<file path="src/rtl/proc_control_unit.sv">
// Instruction-sequencing FSM for the 16-bit simple processor: latches IR from din
// and drives the bus mux select, register/A/G load enables, ALU add/sub and done.
module proc_control_unit (
    input  logic        clk,
    input  logic        rst,
    input  logic        run,
    input  logic [15:0] din,
    output logic [15:0] ir_out,
    output logic [3:0]  mux_sel,
    output logic [7:0]  r_in,
    output logic        a_in,
    output logic        g_in,
    output logic        addsub,
    output logic        done
);

    localparam logic [2:0] MV      = 3'b000;
    localparam logic [2:0] MVT     = 3'b001;
    localparam logic [2:0] ADD     = 3'b010;
    localparam logic [2:0] SUB     = 3'b011;
    localparam logic [3:0] SEL_IMM = 4'd8;
    localparam logic [3:0] SEL_G   = 4'd9;

    typedef enum logic [1:0] {
        T0 = 2'd0,
        T1 = 2'd1,
        T2 = 2'd2,
        T3 = 2'd3
    } state_t;

    state_t      state;
    logic [15:0] ir;
    logic [2:0]  op;
    logic        imm;
    logic [2:0]  rx;
    logic [2:0]  ry;
    logic        is_arith;

    assign op       = ir[15:13];
    assign imm      = ir[12];
    assign rx       = ir[11:9];
    assign ry       = ir[2:0];
    assign is_arith = (op == ADD) || (op == SUB);
    assign ir_out   = ir;

    always_ff @(posedge clk or posedge rst) begin
        if (rst) begin
            state <= T0;
            ir    <= '0;
        end else begin
            case (state)
                T0: begin
                    if (run) begin
                        ir    <= din;
                        state <= T1;
                    end
                end
                T1:      state <= is_arith ? T2 : T0;
                T2:      state <= T3;
                T3:      state <= T0;
                default: state <= T0;
            endcase
        end
    end

    // Outputs are decoded from state and IR so reset clears every enable asynchronously.
    always_comb begin
        mux_sel = '0;
        r_in    = '0;
        a_in    = 1'b0;
        g_in    = 1'b0;
        addsub  = 1'b0;
        done    = 1'b0;
        case (state)
            T1: begin
                case (op)
                    MV: begin
                        mux_sel  = imm ? SEL_IMM : {1'b0, ry};
                        r_in[rx] = 1'b1;
                        done     = 1'b1;
                    end
                    MVT: begin
                        mux_sel  = SEL_IMM;
                        r_in[rx] = 1'b1;
                        done     = 1'b1;
                    end
                    ADD, SUB: begin
                        mux_sel = {1'b0, rx};
                        a_in    = 1'b1;
                    end
                    default: done = 1'b1;
                endcase
            end
            T2: begin
                mux_sel = imm ? SEL_IMM : {1'b0, ry};
                g_in    = 1'b1;
                addsub  = (op == SUB);
            end
            T3: begin
                mux_sel  = SEL_G;
                r_in[rx] = 1'b1;
                done     = 1'b1;
            end
            default: ;
        endcase
    end

endmodule

</file>
<file path="config.mk">
export PLATFORM = sky130hd
export DESIGN_NAME = proc_control_unit
export DESIGN_NICKNAME = d
export VERILOG_FILES = /design/src/rtl/proc_control_unit.sv
export SDC_FILE = /design/constraint.sdc
export NUM_CORES = 1
export LEC_CHECK = 0
export ABC_AREA = 1
export CAP_MARGIN = 5
export CORE_UTILIZATION = 31
export CTS_BUF_LIST = sky130_fd_sc_hd__clkbuf_4
export CTS_CLUSTER_SIZE = 25
export DETAILED_ROUTE_END_ITERATION = 6
export PLACE_DENSITY = 0.67
export RECOVER_POWER = 100
export REMOVE_ABC_BUFFERS = 1
export SLEW_MARGIN = 0
export SYNTH_ARGS = -nofsm -noshare
export SYNTH_HDL_FRONTEND = slang
export SYNTH_SLANG_ARGS = --single-unit
</file>
<file path="constraint.sdc">
create_clock -name clk -period 1.7 [get_ports clk]
set_clock_uncertainty 0.2 [all_clocks]
set_input_delay 0.425 -clock clk [delete_from_list [all_inputs] [get_ports clk]]
set_output_delay 0.425 -clock clk [all_outputs]
set_load 0.1 [all_outputs]
</file>
# Word-level counts from Yosys, hierarchy flattened
# Index checks and enable logic that the tools add are counted.
[totals]
in_bits = 19
word_cells = 34
reg_bits = 18
[classes]
eq_ne = 7
n_mux = 16
order_cmp = 2
n_reduce_logical = 7
[op_table]
columns = ["op", "count"]
rows = [
  ["4-bit one-hot mux with 3 select lines", 2],
  ["8-bit one-hot mux with 2 select lines", 1],
  ["8-bit two-way mux", 1],
  ["2-bit one-hot mux with 4 select lines", 1],
  ["3-bit by 2-bit equality test with 1-bit output (second input constant)", 2],
  ["1-bit two-way mux", 6],
  ["2-bit equality test (second input constant)", 2],
  ["3-bit by 4-bit < comparator with 1-bit output (second input constant)", 1],
  ["2-bit two-way mux", 2],
  ["4-bit two-way mux", 1],
  ["2-bit OR reduction", 2],
  ["1-bit demux with 3-bit select", 1],
  ["3-bit by 1-bit equality test with 1-bit output (second input constant)", 1],
  ["3-bit by 1-bit greater-or-equal comparator with 1-bit output (second input constant)", 1],
  ["3-bit zero test", 1],
  ["2-bit by 1-bit equality test with 1-bit output (second input constant)", 1],
  ["2-bit zero test", 1],
  ["2-bit != test (second input constant)", 1],
  ["1-bit one-hot mux with 2 select lines", 1],
  ["2-bit AND reduction", 1],
  ["1-bit logical AND", 1],
  ["1-bit logical OR", 1],
]

# Logic depth before layout (Yosys ltp)
[depth]
word_depth = 6
mapped_depth = 7
depth_no_buf = 7

# Worst setup path before layout
# No wires, ideal clock.
[synth_timing]
path_type = "flip-flop to output port"
from = "register ir[14] (netlist: ir_out[14])"
to = "output port addsub"
arrival_time_ns = 3.259
path_buffers = 0
required_ns = 1.075
path_stages_with_launch = 3
path_slack_ns = -2.184
path_cell_list = "dfrtp_1 > nand2_1 > nor3_1"
[synth_between]
elab_chain_len = 2
[synth_lines]
columns = ["element", "line_no", "source"]
rows = [
  ["from (decl)", "32", "logic [15:0] ir;"],
  ["from (signal assigned)", "54", "ir <= din;"],
  ["3-bit by 2-bit equality test with 1-bit output", "97", "addsub = (op == SUB);"],
  ["1-bit two-way mux", "74", "case (state)"],
  ["to (decl)", "13", "output logic addsub,"],
]
# No other way between the ends.

# Worst setup path in the final report
[layout_timing]
from = "register ir[15] (netlist: ir_out[15])"
to = "output port r_in[2]"
[layout_between]
elab_chain_len = 4
elab_cells_between_ends = 5
[layout_lines]
columns = ["element", "line_no", "source"]
rows = [
  ["3-bit by 1-bit equality test with 1-bit output / 3-bit zero test (equally long branches)", "76", "case (op)"],
  ["2-bit OR reduction (no source line) *", "-", ""],
  ["8-bit two-way mux *", "-", ""],
  ["8-bit one-hot mux with 2 select lines *", "74", ""],
  ["to (decl)", "10", "output logic [7:0] r_in,"],
]
# Mark *: on every way between the ends. The rest lies on a longest branch, timed or not.

==> summary.txt <==
Yosys
  • Netlist cell types: 17
  • Yosys reg bits: 18
  • Cell taking the most area after synthesis: dfrtp_1
  • Post-Syn Instances: 127
  • Sequential element share of the synthesized area: 0.445
  • Post-Synthesis Mean Instance Area: 7.97 sq um
  • Post-Syn Area: 1010 sq um
  • Synth area leaders: dfrtp_1, nand2_1, a21oi_2
  • Synth Warn #: 0
  • Post-synth top area share: 0.445

STA
  • RSZ-0062 raised after global routing: yes
  • Worst Slack Setup Final: -0.436 ns
  • Final hold vios: 0
  • Period utilisation layout: 1.26
  • Final setup viols: 19
  • Slew Viols, Final: 0
  • Rel. slew slack: 0.692
  • Worst Tran Pin Value: about 0.46 ns
  • Setup TNS: -6.24 ns
  • Min Tclk post-route: ~2.1 ns
  • Fmax: about 470 MHz

Setup path
  • Critical path class: reg2out
  • Crit start category: flop
  • Worst Setup EP: r_in[2]
  • Critical path arrival: between 1.5 and 2 ns
  • R2R Path End: ir_out[15]$_DFFE_PP0P_
  • CP Capture Type: output pin
  • FF-to-FF Start: state[0]$_DFFE_PP0P_
  • Reg-to-reg slack, setup: roughly 0.18 ns
  • Worst reg2reg path depth: 7
  • Req. time, crit path: ~1.1 ns
  • Crit-path max FO: 4
  • CP Launch Point: ir_out[15]$_DFFE_PP0P_

Route
  • Avg WL per Cell: 13.1 um
  • Remaining antenna violation count: 0
  • DR pass1 iterations: 4
  • Final WL: 3250 um
  • Remaining DRCs: 0
  • DRT iter0 DRCs: 13
  • Total number of vias: ~1100
  • Via/cell ratio: 4.52

Worst hold path
  • Worst hold path type: reg2reg
  • Hold Crit Start: state[0]$_DFFE_PP0P_

Clock network
  • Root cell of the clock tree: clkbuf_4
  • Clock sink count: 18
  • CTS tree: built
  • CTS H-tree lvls: 1
  • Clock transition at path regs: 0.10 ns
  • Hold-fix buffers at CTS: 0
  • TritonCTS buffer count: 3
  • Clock buffer depth: 2
  • Later-pin clock latency in the skew report: 0.29 ns

Cells and area
  • Diodes inserted: 0
  • Share of cells above drive strength 1: 0.578
  • Final Instance Count excl. Fillers: 248
  • Area Overhead vs Synth: 120%
  • Net count, final: between 200 and 250
  • Fill count: roughly 220
  • Fin util: 0.725
  • Register area: between 400 and 500 sq um
  • Area of the multi-input gates: between 500 and 600 sq um

Status
  • Failing checks: setup timing
  • Status: finished, violations left

Floorplan
  • Initial Util: 0.329
  • Core area: 3080 sq um
  • Ports: 51
  • Die Wd: 59.1 um
  • Die Footprint: roughly 3500 sq um
  • FP Rows: 20
  • Die Y: about 60 um

Placement
  • Dpl cells: 239
  • GP Congestion: 0.820
  • Post-DP HPWL: 2290 um
  • Input/output buffers: 50

Run
  • MaxCap Viol Count: 0

GRT
  • Gr ovfl total: 0
  • Initial antenna violation count: 0
  • Total track usage: 0.191
  • Vias in the first global route: around 1200
  • Pin count of the biggest net entering global routing: 33
  • First-pass GRT wire length: between 5000 and 6000 um
[repair_timing]
action | in CTS | in global routing
resized for setup | 25 | 27
setup endpoints to repair | 19 | 23
pin swaps | 2 | 5
buffers inserted | 3 | 5
[metrics by stage]
step | hold WS (ns) | setup slack [ns] | cell area [sq um]
6_report | 0.341 | -0.436 | 2230
5_1_grt | 0.351 | -0.530 | 2230
4_1_cts | 0.243 | -0.408 | 2130
3_5_place_dp | 0.340 | -0.172 | 2020
3_3_place_gp | 0.330 | -0.0909 | 2020
2_1_floorplan | 0.164 | -2.18 | 967
[area by class of cell]
class	count	area share
inverter	22	0.0393
timing repair buffer	77	0.480
tap	44	0.0247
clock buffer	3	0.0101
multi-input combinational	83	0.239
sequential	18	0.205
clock inverter	1	0.00168
[layout by cell type (no fill, tap or decap), types with 3 or more instances in the layout]
master           count
dfrtp_1             13
a21oi_2             10
buf_6               10
o21ai_2              5
dfrtp_2              5
inv_1               16
o21ai_0              3
nand3_2              4
nor2_2              14
nand2_1             21
nor2_4               4
clkdlybuf4s50_1     16
inv_2                4
nand2_2              5
clkbuf_4             3
buf_12              33
o21ai_1              4
buf_4               15
nor2_1               8
[critical path, cell delays in order, from the launching register on]
cell and delay [ns]:
dfrtp_1 0.43, o21ai_2 0.21, nand3_2 0.20, nor2_2 0.18
buf_12 0.19
[Yosys cell counts]
cell	n
nor2_4	1
nor2_1	18
nand3_1	6
nor2_2	7
inv_4	1
inv_2	1
o21ai_0	5
a21oi_2	9
nor3_1	1
o21ai_2	3
o21ai_1	4
dfrtp_1	18
nand2_1	27
inv_1	20
a21oi_1	1
buf_6	4
nand3_4	1
[state kept, by name (all words and copies together), names as in the netlist, named ones only]
register / cells
state: 1
ir_out: 16
[per-layer routing]
| metal | GRT usage | vias up | wire [um] |
|---|---|---|---|
| met2 | 0.341 | 37 | 1750 |
| met3 | 0.0393 | 10 | 163 |
| li1 | - | 542 | - |
| met4 | 0.0782 | 0 | 91 |
| met1 | 0.222 | 533 | 1250 |
| met5 | 0 | - | 0 |
[cell families after synthesis]
group                  after synthesis  share of synthesized area
AND/OR/NAND/NOR                     61                      0.273
flip-flops                          18                      0.445
buffers and inverters               26                      0.129
AO/OA/AOI/OAI                       22                      0.153
[how the worst min path moves through the flow]
stage | endpoint | slack, ns | cells after the start
after global placement | ir_out[3]$_DFFE_PP0P_ | 0.33 | 2
after floorplan | async pin | 0.16 | 1
final | state[0]$_DFFE_PP0P_ | 0.34 | 1
after global routing | state[0]$_DFFE_PP0P_ | 0.35 | 1
after CTS | ir_out[4]$_DFFE_PP0P_ | 0.24 | 3
after detailed placement | ir_out[8]$_DFFE_PP0P_ | 0.34 | 2
Power is not shown: default switching activity piles up to over one toggle a cycle in this logic, so the estimate is an artifact.
